### config.mk
export PLATFORM = sky130hd
export DESIGN_NAME = crack_sched
export DESIGN_NICKNAME = d
export VERILOG_FILES = /design/src/rtl/crack_pkg.sv /design/src/rtl/crack_lane_pick.sv /design/src/rtl/crack_sched.sv
export SDC_FILE = /design/constraint.sdc
export NUM_CORES = 1
export LEC_CHECK = 0
export CORE_MARGIN = 1
export CORE_UTILIZATION = 48
export DETAILED_ROUTE_END_ITERATION = 12
export PLACE_DENSITY = 0.71
export SYNTH_ARGS = -nofsm -noshare
export SYNTH_HDL_FRONTEND = slang
export SYNTH_HIERARCHICAL = 1
export SYNTH_SLANG_ARGS = --single-unit
### constraint.sdc
create_clock -name clk -period 10.15 [get_ports clk]
set_input_delay 1.5225 -clock clk [delete_from_list [all_inputs] [get_ports clk]]
set_output_delay 1.5225 -clock clk [all_outputs]
set_load 0.005 [all_outputs]
### src/rtl/crack_pkg.sv
// Shared types and helpers for the ARC4 key-search scheduler.
package crack_pkg;

    typedef enum logic [1:0] {IDLE, RUN, DRAIN, DONE} state_t;

    localparam int KEY_W_DEF = 24;
    localparam int MAX_LANES = 16;
    localparam int MAX_KEY_W = 32;

    typedef struct packed {
        logic                 any;
        logic [MAX_KEY_W-1:0] key;
    } min_key_t;

    // Smallest key among the flagged lanes; callers zero-extend into the max-sized vectors.
    function automatic min_key_t min_key(input logic [MAX_LANES-1:0]                vld,
                                         input logic [MAX_LANES-1:0][MAX_KEY_W-1:0] keys);
        min_key_t r;
        r.any = 1'b0;
        r.key = '1;
        for (int i = 0; i < MAX_LANES; i++) begin
            if (vld[i] && (!r.any || keys[i] < r.key)) begin
                r.any = 1'b1;
                r.key = keys[i];
            end
        end
        return r;
    endfunction

endpackage

### src/rtl/crack_lane_pick.sv
// Priority encoder: lowest-index idle lane plus an any-idle flag.
module crack_lane_pick #(
    parameter int N_LANES = 4,
    parameter int IDX_W   = 2
) (
    input  logic [N_LANES-1:0] idle,
    output logic [IDX_W-1:0]   idx,
    output logic               any_idle
);

    always_comb begin
        idx = '0;
        for (int i = N_LANES - 1; i >= 0; i--) begin
            if (idle[i]) idx = IDX_W'(i);
        end
    end

    assign any_idle = |idle;

endmodule

### src/rtl/crack_sched.sv
// Key-search scheduler: issues keys 0..limit across the lane array and
// reports the lowest matching key, or exhaustion.
module crack_sched
    import crack_pkg::*;
#(
    parameter int N_LANES = 4,
    parameter int KEY_W   = KEY_W_DEF,
    parameter int CNT_W   = KEY_W + 1
) (
    input  logic                     clk,
    input  logic                     rst,
    input  logic                     en,
    input  logic [KEY_W-1:0]         key_limit,
    output logic                     rdy,
    output logic [KEY_W-1:0]         key,
    output logic                     key_valid,
    output logic [CNT_W-1:0]         keys_tried,
    output logic [N_LANES-1:0]       lane_start,
    output logic [N_LANES*KEY_W-1:0] lane_key,
    output logic [N_LANES-1:0]       lane_abort,
    input  logic [N_LANES-1:0]       lane_done,
    input  logic [N_LANES-1:0]       lane_hit
);

    localparam int IDX_W = (N_LANES > 1) ? $clog2(N_LANES) : 1;

    state_t                        state_q, state_n;
    logic [KEY_W-1:0]              limit_q, best_q, key_q, best_n, hit_key;
    logic [CNT_W-1:0]              next_key_q;
    logic [N_LANES-1:0]            active_q, active_n, done_v, hit_v, start_oh;
    logic [N_LANES-1:0][KEY_W-1:0] lk_q;
    logic                          found_q, found_n, key_valid_q, abort_now_q;
    logic                          any_idle, issue, exhausted, accept, better;
    logic [IDX_W-1:0]              pick_idx;
    logic [MAX_LANES-1:0]                hv;
    logic [MAX_LANES-1:0][MAX_KEY_W-1:0] hk;
    min_key_t                      mk;
    logic                          unused_mk;

    crack_lane_pick #(.N_LANES(N_LANES), .IDX_W(IDX_W)) u_pick (
        .idle     (~active_q),
        .idx      (pick_idx),
        .any_idle (any_idle)
    );

    // Only lanes we actually launched may complete or hit.
    assign done_v = lane_done & active_q;
    assign hit_v  = done_v & lane_hit;

    always_comb begin
        hv = '0;
        hk = '0;
        hv[N_LANES-1:0] = hit_v;
        for (int i = 0; i < N_LANES; i++) hk[i][KEY_W-1:0] = lk_q[i];
    end

    assign mk        = min_key(hv, hk);
    assign hit_key   = mk.key[KEY_W-1:0];
    assign unused_mk = ^mk.key;

    assign exhausted = next_key_q > CNT_W'(limit_q);
    assign issue     = (state_q == RUN) && any_idle && !exhausted && !mk.any;
    assign accept    = en && rdy;
    assign better    = mk.any && (!found_q || hit_key < best_q);
    assign best_n    = better ? hit_key : best_q;
    assign found_n   = found_q | mk.any;
    assign active_n  = (active_q & ~done_v) | start_oh;

    // Start pulse carries next_key directly so the lane sees it on the launching edge.
    for (genvar g = 0; g < N_LANES; g++) begin : g_lane
        assign start_oh[g]                 = issue && (pick_idx == IDX_W'(g));
        assign lane_key[g*KEY_W +: KEY_W]  = start_oh[g] ? next_key_q[KEY_W-1:0] : lk_q[g];
        assign lane_abort[g]               = abort_now_q && active_q[g] && (lk_q[g] > best_q);
    end

    always_comb begin
        state_n = state_q;
        case (state_q)
            IDLE, DONE: if (en) state_n = RUN;
            RUN: begin
                if (mk.any)                          state_n = (active_n == '0) ? DONE : DRAIN;
                else if (exhausted && active_n == '0) state_n = DONE;
            end
            DRAIN:      if (active_n == '0) state_n = DONE;
            default:    state_n = IDLE;
        endcase
    end

    always_ff @(posedge clk or posedge rst) begin
        if (rst) begin
            state_q     <= IDLE;
            limit_q     <= '0;
            next_key_q  <= '0;
            active_q    <= '0;
            lk_q        <= '0;
            best_q      <= '0;
            found_q     <= 1'b0;
            key_q       <= '0;
            key_valid_q <= 1'b0;
            abort_now_q <= 1'b0;
        end else begin
            state_q     <= state_n;
            active_q    <= active_n;
            abort_now_q <= (state_q == RUN) && (state_n == DRAIN);
            for (int i = 0; i < N_LANES; i++) begin
                if (start_oh[i]) lk_q[i] <= next_key_q[KEY_W-1:0];
            end
            if (issue) next_key_q <= next_key_q + CNT_W'(1);
            if (accept) begin
                limit_q     <= key_limit;
                next_key_q  <= '0;
                best_q      <= '0;
                found_q     <= 1'b0;
                key_valid_q <= 1'b0;
            end else begin
                best_q  <= best_n;
                found_q <= found_n;
                if (state_n == DONE && state_q != DONE) begin
                    key_valid_q <= found_n;
                    if (found_n) key_q <= best_n;
                end
            end
        end
    end

    // The issue counter doubles as the tried count: one increment per lane_start.
    assign rdy        = (state_q == IDLE) || (state_q == DONE);
    assign key        = key_q;
    assign key_valid  = key_valid_q;
    assign keys_tried = next_key_q;
    assign lane_start = start_oh;

endmodule

==> flow_metrics.env, run 1 <==
export IMPL_cp_data_arrival_time_ns=10.51
export IMPL_ys_warn_count=6
export IMPL_whs_endpoint="limit_q[0]"
export IMPL_clkPwrFrac_pct=17.2
export IMPL_yosysSeqAreaShare_pct=35.5
export IMPL_portBuffers=189
export IMPL_pwr_share_comb_pct=60.3
export IMPL_cp_required_ns=10.59
export IMPL_p_sw_mw=2.24
export IMPL_p_seq_share_pct=22.4
export IMPL_synthTopCellsByCount="212 x ha_1, 202 x dfrtp_1, 119 x o21ai_0, 114 x inv_1, 114 x nand2_1"
export IMPL_status="complete, no violations"
export IMPL_critPathMaxFanout=12
export IMPL_fin_skew_ns=0.0177
export IMPL_layout_nets=2079
export IMPL_power_leakage_nw=9.24
export IMPL_holdBufCountCts=0
export IMPL_slew_headroom_pct=34.5
export IMPL_fill_cells=2196
export IMPL_clkSinkCount=202
export IMPL_antenna_cells=0
export IMPL_final_antenna_net_count=0
export IMPL_whs_path_depth=2
export IMPL_yosysTopAreaCellShare_pct=35.5
export IMPL_synth_edff_count=0
export IMPL_peakVddDrop_v=0.000228
export IMPL_synthArstFlopShare_pct=100
export IMPL_synth_seq_cells=202
export IMPL_dr_pass1_iters=7
export IMPL_cpMostUsedCell="a21o_1"
export IMPL_grt_pass1_vias=12900
export IMPL_post_dp_hpwl_um=34600
export IMPL_min_delay_start="limit_q[0]"
export IMPL_syn_num_nets=1754
export IMPL_fin_crit_ns=10.07
export IMPL_h_tree_depth=1
export IMPL_synthCells=1507
export IMPL_yosysUniqueCellTypes=68
export IMPL_worstMarginPinSlew_ns=0.983
export IMPL_fp_dieW_um=174
export IMPL_cts_buffers=24
export IMPL_wl_per_cell_um=20.7
export IMPL_yosysMostFrequentCell="ha_1"
export IMPL_cp_slowest_cell="o21ai_4"
export IMPL_clockRootBuffer="clkbuf_16"
export IMPL_power_density_nw_per_um2=273
export IMPL_layout_drive_gt1_share_pct=24.2
export IMPL_clk_latency_ns=0.53
export IMPL_hold_path_class="flop to flop"
export IMPL_maxSlewViolCount=0
export IMPL_cp_end_kind="flop"
export IMPL_drcViolationCount=0
export IMPL_fin_crit_sh_pct=99.2
export IMPL_wirelength_um=46300
export IMPL_grt_pass1_wl_um=70300
export IMPL_syn_area_sq_um=14200
export IMPL_drt_initial_drc_count=824
export IMPL_cts_tree="built"
export IMPL_start_util_pct=49.2
export IMPL_place_congestion=0.948
export IMPL_grt_ovfl_total=0
export IMPL_final_util_pct=68.5
export IMPL_vias=13000
export IMPL_reg2reg_depth=47
export IMPL_hold_viol=0
export IMPL_areaGrowthSynthToFinish_pct=39.1
export IMPL_start_kind="input pin"
export IMPL_r2r_end="key[23]"
export IMPL_switching_share_pct=41.5
export IMPL_fin_total_pwr_mw=5.40
export IMPL_r2r_start="active_q[0]"
export IMPL_slowest_delay_ns=0.43
export IMPL_grt_total_usage_pct=29.6
export IMPL_finalSetupViolCount=0
export IMPL_dieArea_sq_um=30400
export IMPL_max_cap_violations=0
export IMPL_pin_count=190
export IMPL_timing_fmax_ghz=0.0993
export IMPL_cts_buffer_depth=3
export IMPL_r2r_setup_slack_ns=0.48
export IMPL_synth_area_leaders="dfrtp_1 35%, ha_1 19%, mux2_2 5.5%, o21ai_0 4.2%, mux2i_1 3.6%"
export IMPL_antenna_found_initial=0
export IMPL_core_rowCount=62
export IMPL_intPower_mw=3.16
export IMPL_die_h_um=174
export IMPL_synth_top_flop_cell="dfrtp_1"
export IMPL_syn_avg_cell_area_sq_um=9.45
export IMPL_rsz0062_at_grt="yes"
export IMPL_cts_clk_slew_worst_paths_ns=0.06
export IMPL_yosys_area_top_type="dfrtp_1"
export IMPL_grt_max_degree=97
export IMPL_core_area_sq_um=28900
export IMPL_vias_per_cell=5.84
export IMPL_critPathKind="input pin to flop"
==> placed cells by master, fill, tap and decap left out, types with 10 or more instances in the layout <==
cell / count
dfrtp_1: 202
buf_4: 139
xor2_1: 13
inv_1: 104
mux2_2: 69
o31ai_1: 15
o21ai_2: 10
clkdlybuf4s50_1: 187
buf_12: 14
clkbuf_16: 28
nor2b_1: 24
nand2b_1: 21
nand2_1: 102
mux2i_1: 26
o21ai_0: 90
and3_1: 14
a21o_1: 42
ha_4: 21
nor2_1: 93
nand3_1: 22
ha_1: 191
nand2_2: 10
o211ai_1: 10
a21oi_2: 11
nor3_1: 11
mux2i_2: 17
o21ai_1: 11
a31oi_1: 26
o21ai_4: 12
nand4_1: 58
a21oi_1: 72
xnor2_1: 12
==> critical path: cells and delay by family <==
| kind | cells | cell delay (ns) |
|---|---|---|
| adders and majority gates | 4 | 1.02 |
| buffers and inverters | 8 | 1.07 |
| muxes | 3 | 0.70 |
| AOI/OAI and AO/OA | 21 | 4.18 |
| and+or+nand+nor | 12 | 1.97 |
==> sequential cells by signal (all words and copies together), names as in the netlist <==
| name | cells |
|---|---|
| abort_now_q | 1 |
| active_q | 4 |
| best_q | 24 |
| found_q | 1 |
| hk | 96 |
| key | 24 |
| key_valid | 1 |
| keys_tried | 25 |
| limit_q | 24 |
| state_q | 2 |
==> power by group through the flow <==
stage	clock [mW]	combinational (mW)	sequential, mW
after detailed placement	0	2.81	1.22
final	0.931	3.26	1.21
after global placement	0	2.73	1.21
after floorplan	0	1.67	1.16
after CTS	0.938	2.94	1.21
after global routing	0.973	3.57	1.24
==> how the worst max path moves through the flow <==
| stage | slack (ns) | endpoint | cells after the start | start |
|---|---|---|---|---|
| after floorplan | 0.004 | key[20] | 50 | lane_hit[0] |
| after global placement | -1.28 | best_q[1] | 47 | lane_hit[0] |
| after detailed placement | -1.50 | best_q[2] | 48 | lane_hit[0] |
| after CTS | 0.002 | best_q[22] | 53 | lane_done[0] |
| after global routing | -0.27 | key[23] | 48 | lane_hit[0] |
| final | 0.08 | key[23] | 48 | lane_hit[0] |
==> cell families (layout without fill, tap and decap cells) <==
| family | count (synthesis) | after routing | synth area share (%) |
|---|---|---|---|
| simple gates | 415 | 416 | 14.8 |
| flops | 202 | 202 | 35.5 |
| fa+ha+maj | 212 | 212 | 18.6 |
| compound gates | 358 | 359 | 15.5 |
| mux | 120 | 120 | 9.04 |
| buf+inv | 175 | 516 | 5.01 |
| xor+xnor | 25 | 25 | 1.54 |
==> layout make-up <==
type / instances / area [sq um] / area share [%]
clock buffer: 29 / 651 / 3.28
clock inverter: 15 / 193 / 0.973
inverter: 114 / 435 / 2.20
multi-input combinational: 1132 / 9530 / 48.1
sequential: 202 / 5050 / 25.5
tap: 384 / 480 / 2.43
timing repair buffer: 358 / 3460 / 17.5
==> stage by stage <==
| step | cell area, sq um | setup WS, ns | hold slack, ns | cells | setup TNS (ns) |
|---|---|---|---|---|---|
| floorplan | 14300 | 0.00378 | 0.450 | 1507 | 0 |
| global placement | 17500 | -1.28 | 0.486 | 2156 | -59.51 |
| detailed placement | 17500 | -1.50 | 0.482 | 2156 | -68.39 |
| CTS | 18800 | 0.00224 | 0.499 | 2215 | 0 |
| global route | 19800 | -0.272 | 0.527 | 2234 | -9.90 |
| finish | 19800 | 0.0829 | 0.492 | 2234 | 0 |
==> metal layers <==
metal | track usage [%] | share of wire, % | wire (um)
met5 | 0 | 0 | 0
met4 | 10.5 | 3.6 | 1660
met3 | 4.83 | 6.5 | 3020
met2 | 47.6 | 47 | 21600
met1 | 40.2 | 43 | 20000
==> what timing repair did <==
action	CTS	global route
endpoints found under the setup margin	48	48
resized for setup	85	168
pin swaps	29	114
buffers inserted	10	20
gates cloned	5	4
No activity file was read; power rests on OpenSTA's default activity.
==> run 2, diff against run 1 <==
- TNS_END_PERCENT: default -> 10
==> run 2 against run 1 <==
Compared with the run above:
- clock skew hardly changed
- via count increased by 0.54%
- core utilization barely moved
- clock-buffer cell count unchanged
- global-route usage unchanged
- non-clock buffer count unchanged
- critical path type unchanged
- critical endpoint unchanged
- largest cell class unchanged
==> flow_metrics.env, run 2 (synthesis results as in run 1) <==
export IMPL_status="complete, no violations"
export IMPL_hold_viol=0
export IMPL_grt_total_usage_pct=29.6
export IMPL_drcViolationCount=0
export IMPL_place_ws_ns=-1.50
export IMPL_critPathMaxFanout=12
export IMPL_drt_initial_drc_count=947
export IMPL_areaGrowthSynthToFinish_pct=39.1
export IMPL_max_cap_violations=0
export IMPL_holdBufCountCts=0
export IMPL_dp_cells=2156
export IMPL_cp_slowest_cell="o21ai_4"
export IMPL_peakVddDrop_v=0.000230
export IMPL_h_tree_depth=1
export IMPL_grt_max_degree=97
export IMPL_dr_pass1_iters=6
export IMPL_cts_tree="built"
export IMPL_grt_pass1_vias=12900
export IMPL_place_congestion=0.948
export IMPL_clk_latency_ns=0.53
export IMPL_final_cells=2234
export IMPL_cp_data_arrival_time_ns=10.55
export IMPL_fin_crit_ns=10.11
export IMPL_fp_dieW_um=174
export IMPL_portBuffers=189
export IMPL_antenna_found_initial=0
export IMPL_power_density_nw_per_um2=273
export IMPL_final_antenna_net_count=0
export IMPL_clkSinkCount=202
export IMPL_antenna_cells=0
export IMPL_rsz0062_at_grt="yes"
export IMPL_vias=13100
export IMPL_hold_path_class="flop to flop"
export IMPL_layout_drive_gt1_share_pct=24.2
export IMPL_dieArea_sq_um=30400
export IMPL_fin_crit_sh_pct=99.6
export IMPL_pin_count=190
export IMPL_cts_buffer_depth=3
export IMPL_cp_required_ns=10.59
export IMPL_layout_cells_most_common="dfrtp_1"
export IMPL_cp_end_kind="flop"
export IMPL_core_area_sq_um=28900
export IMPL_start_util_pct=49.2
export IMPL_die_h_um=174
export IMPL_power_leakage_nw=9.24
export IMPL_grt_ovfl_total=0
export IMPL_wl_per_cell_um=20.7
export IMPL_mostFrequentLayoutCells="202 x dfrtp_1, 191 x ha_1, 187 x clkdlybuf4s50_1"
export IMPL_timing_fmax_ghz=0.0989
export IMPL_cts_buffers=24
export IMPL_start_kind="input pin"
export IMPL_worst_slack_ns=0.0415
export IMPL_fill_cells=2196
export IMPL_finalSetupViolCount=0
export IMPL_grt_pass1_wl_um=70300
export IMPL_wirelength_um=46200
export IMPL_worstMarginPinSlew_ns=0.992
export IMPL_post_dp_hpwl_um=34600
export IMPL_vias_per_cell=5.87
export IMPL_slowest_delay_ns=0.43
export IMPL_hold_ws_ns=0.492
export IMPL_maxSlewViolCount=0
export IMPL_largest_reg_flops=96
export IMPL_critPathKind="input pin to flop"
export IMPL_cpMostUsedCell="a21o_1"
export IMPL_cts_clk_slew_worst_paths_ns=0.06
export IMPL_core_rowCount=62
export IMPL_layout_nets=2079
export IMPL_slew_headroom_pct=33.9
export IMPL_fin_skew_ns=0.0176
export IMPL_clockRootBuffer="clkbuf_16"
-- run 2: cell counts in the layout (fill, tap and decap cells not counted) --
Identical to the previous run, type by type.
-- run 2: worst max-delay path, delay by kind of cell --
kind,cells,cell delay (ns)
buffers and inverters,7,0.93
AO/OA/AOI/OAI,22,4.34
multiplexers,3,0.70
AND/OR/NAND/NOR,12,2.00
adder cells (fa/ha/maj),4,1.02
-- run 2: final cells by class --
class / instances / area, sq um / share of cell area [%]
Timing Repair Buffer: 358 / 3460 / 17.5
Multi-Input combinational cell: 1132 / 9530 / 48.1
Clock buffer: 29 / 651 / 3.29
Inverter: 114 / 435 / 2.20
Sequential cell: 202 / 5050 / 25.5
Tap cell: 384 / 480 / 2.43
Clock inverter: 15 / 193 / 0.973
-- run 2: metal layers --
| layer | global-route usage (%) | up-vias | wire, um |
|---|---|---|---|
| li1 | - | 6153 | - |
| met1 | 40.2 | 6365 | 19800 |
| met2 | 47.6 | 487 | 21500 |
| met3 | 4.83 | 103 | 3280 |
| met4 | 10.5 | 0 | 1660 |
| met5 | 0 | - | 0 |
-- run 2: per-stage QoR --
| stage | total power, mW | area (sq um) | TNS [ns] | util [%] |
|---|---|---|---|---|
| floorplan | 2.82 | 14300 | 0 | - |
| global placement | 3.94 | 17500 | -59.51 | 60.5 |
| detailed placement | 4.03 | 17500 | -68.39 | 60.5 |
| CTS | 5.08 | 18800 | 0 | 64.9 |
| global route | 5.78 | 19800 | -10.06 | 68.4 |
| finish | 5.40 | 19800 | 0 | 68.4 |
-- run 2: path summary, 6_finish.rpt --
check | start | to | slack [ns] | cells past startpoint
worst min-delay path | limit_q[0] | limit_q[0] | 0.49 | 2
max in group asynchronous | rst | hk[117] | 7.37 | 3
worst max-delay path | lane_hit[0] | key[23] | 0.04 | 48
min in group asynchronous | rst | limit_q[11] | 1.47 | 2
worst min register to register | limit_q[0] | limit_q[0] | 0.49 | 2
worst max register to register | active_q[0] | key[23] | 0.44 | 47
-- run 2: report_power, final --
| group | internal (mW) | switching, mW | leakage [nW] | total (mW) |
|---|---|---|---|---|
| clock | 0.562 | 0.366 | 0.417 | 0.928 |
| combinational | 1.57 | 1.69 | 6.15 | 3.26 |
| sequential | 1.02 | 0.188 | 2.67 | 1.21 |
| total | 3.16 | 2.24 | 9.24 | 5.40 |
-- run 2: what timing repair did --
action	in CTS	in global routing
buffers inserted	10	20
gates cloned	5	4
pin swaps	29	114
resized for setup	85	167
endpoints found under the setup margin	48	48
==> RTL change, RTL diff (flow settings as in run 1) <==
The package constant `KEY_W_DEF` goes from 24 to 12.
--- a/src/rtl/crack_pkg.sv
+++ b/src/rtl/crack_pkg.sv
@@ -3,7 +3,7 @@
 
     typedef enum logic [1:0] {IDLE, RUN, DRAIN, DONE} state_t;
 
-    localparam int KEY_W_DEF = 24;
+    localparam int KEY_W_DEF = 12;
     localparam int MAX_LANES = 16;
     localparam int MAX_KEY_W = 32;
 
Ports: changed (resized key, key_limit, keys_tried and lane_key); port bits go from 190 to 106. The function was not compared with the original's and may differ.
==> RTL change against run 1 <==
Global-route usage decreased by 2.5 points; sequential cell count decreased by 96; highest routed layer unchanged; area after synthesis decreased by 47%; wire length decreased by 54%; first-iteration DRC count decreased by 55%; synthesized cell count decreased by 48%; final area decreased by 51%; total power decreased by 64%; clock skew decreased by 0.0098 ns; largest power group unchanged; worst setup slack improved by 0.53 ns; non-clock buffer count decreased by 192; critical path depth decreased by 4.
==> RTL change: results (changes against run 1) <==
Via density 5.75 (-1.5%); total global-route track usage 27.1% (-2.5 points); Setup Fix Bufs, Post-CTS 0 (-10); clock-pin slew on the worst setup and hold paths 0.08 ns (+0.02 ns); outcome completed; largest net degree at the start of global routing 66 (-32%); cts bufs inserted 9 (-63%); Switch Pwr 780 µW (-65%); Min-Delay Startpoint key[7]$_DFFE_PP0P_; Netlist cell types 65 (-4.4%); vias in the first global route 6437 (-50%); top post-synthesis cells by area dfrtp_1 (35%), ha_1 (17%), mux2_2 (7.4%); P_clk 366 µW (-61%); routed length on met2 10100 µm (-53%); worst rel slew slack 16.2% (-18 points); Worst Hold Endpoint key[7]$_DFFE_PP0P_; FF-to-FF setup slack 1.42 ns (+0.94 ns); XOR/XNOR Fraction of Synth Area 1.15% (-0.39 points); placed insts 1133 (-47%); GR Util met1 35.0% (-5.2 points); CP Launch Point lane_done[0]; hold crit path type reg -> reg; Routed WL 21400 µm (-54%); Worst-Skew Late Latency 0.37 ns (-0.16 ns); first-pass GRT wire length 33700 µm (-52%); Max Root-Sink Buffers 2 (-1); top-count cell post-synth dfrtp_1; worst path arrival time 9.78 ns (-0.73 ns); Area after DPL 0.00922 mm² (-47%); Synth Instances 791 (-48%); Worst VDD drop 129 µV (-43%); layout cells sized above 1 18.8% (-5.4 points); GP Congestion 0.926 (-2.3%); Clock Skews 0.00788 ns (-0.00982 ns); top cells by count, synth dfrtp_1 (106), ha_1 (104), a21oi_1 (79); Leakage 0.00469 µW (-49%); IO Port Bufs 105 (-44%); Synth Area in Compound Gates 19.8% (+4.3 points); max reg flops 48 (-50%); grt met2 use 45.9% (-1.7 points); mux share of post-synthesis cell area 8.76% (-0.28 points); max incr delay on CP 0.35 ns (-0.08 ns); GR Util met3 4.92% (+0.091 points); DP Worst Slack -0.449 ns (+1.05 ns); Met3 Wirelength 1170 µm (-61%); CTS H-tree lvls 3 (+2); reg2reg path depth 43 (-8.5%); Seq pwr share 30.9% (+8.5 points); Iter 0 DRT Violations 371 (-55%)
==> RTL change: cell types whose count changed after synthesis, moves of 25 or more <==
| cell | delta |
|---|---|
| nand4_1 | -30 |
| inv_1 | -62 |
| mux2i_1 | -44 |
| ha_1 | -108 |
| o21ai_0 | -79 |
| nor2_1 | -64 |
| o31ai_1 | -25 |
| a31oi_1 | -26 |
| dfrtp_1 | -96 |
| nand2_1 | -55 |
==> RTL change: area by class of cell <==
| type | instances | area, µm² |
|---|---|---|
| flip-flops and latches | 106 | 2650 |
| fillers | 1283 | 5640 |
| clock buffers | 10 | 229 |
| repair buffers | 166 | 1530 |
| inverters | 52 | 198 |
| clock inverters | 6 | 72.6 |
| well taps | 211 | 264 |
| multi-input cells | 605 | 4740 |
==> RTL change: worst max-delay path, delay by kind of cell <==
kind	cells	cell delay, ns
AOI/OAI and AO/OA	20	3.79
adders and majority gates	4	1.17
buffers and inverters	7	1.02
muxes	4	0.89
and+or+nand+nor	9	1.35
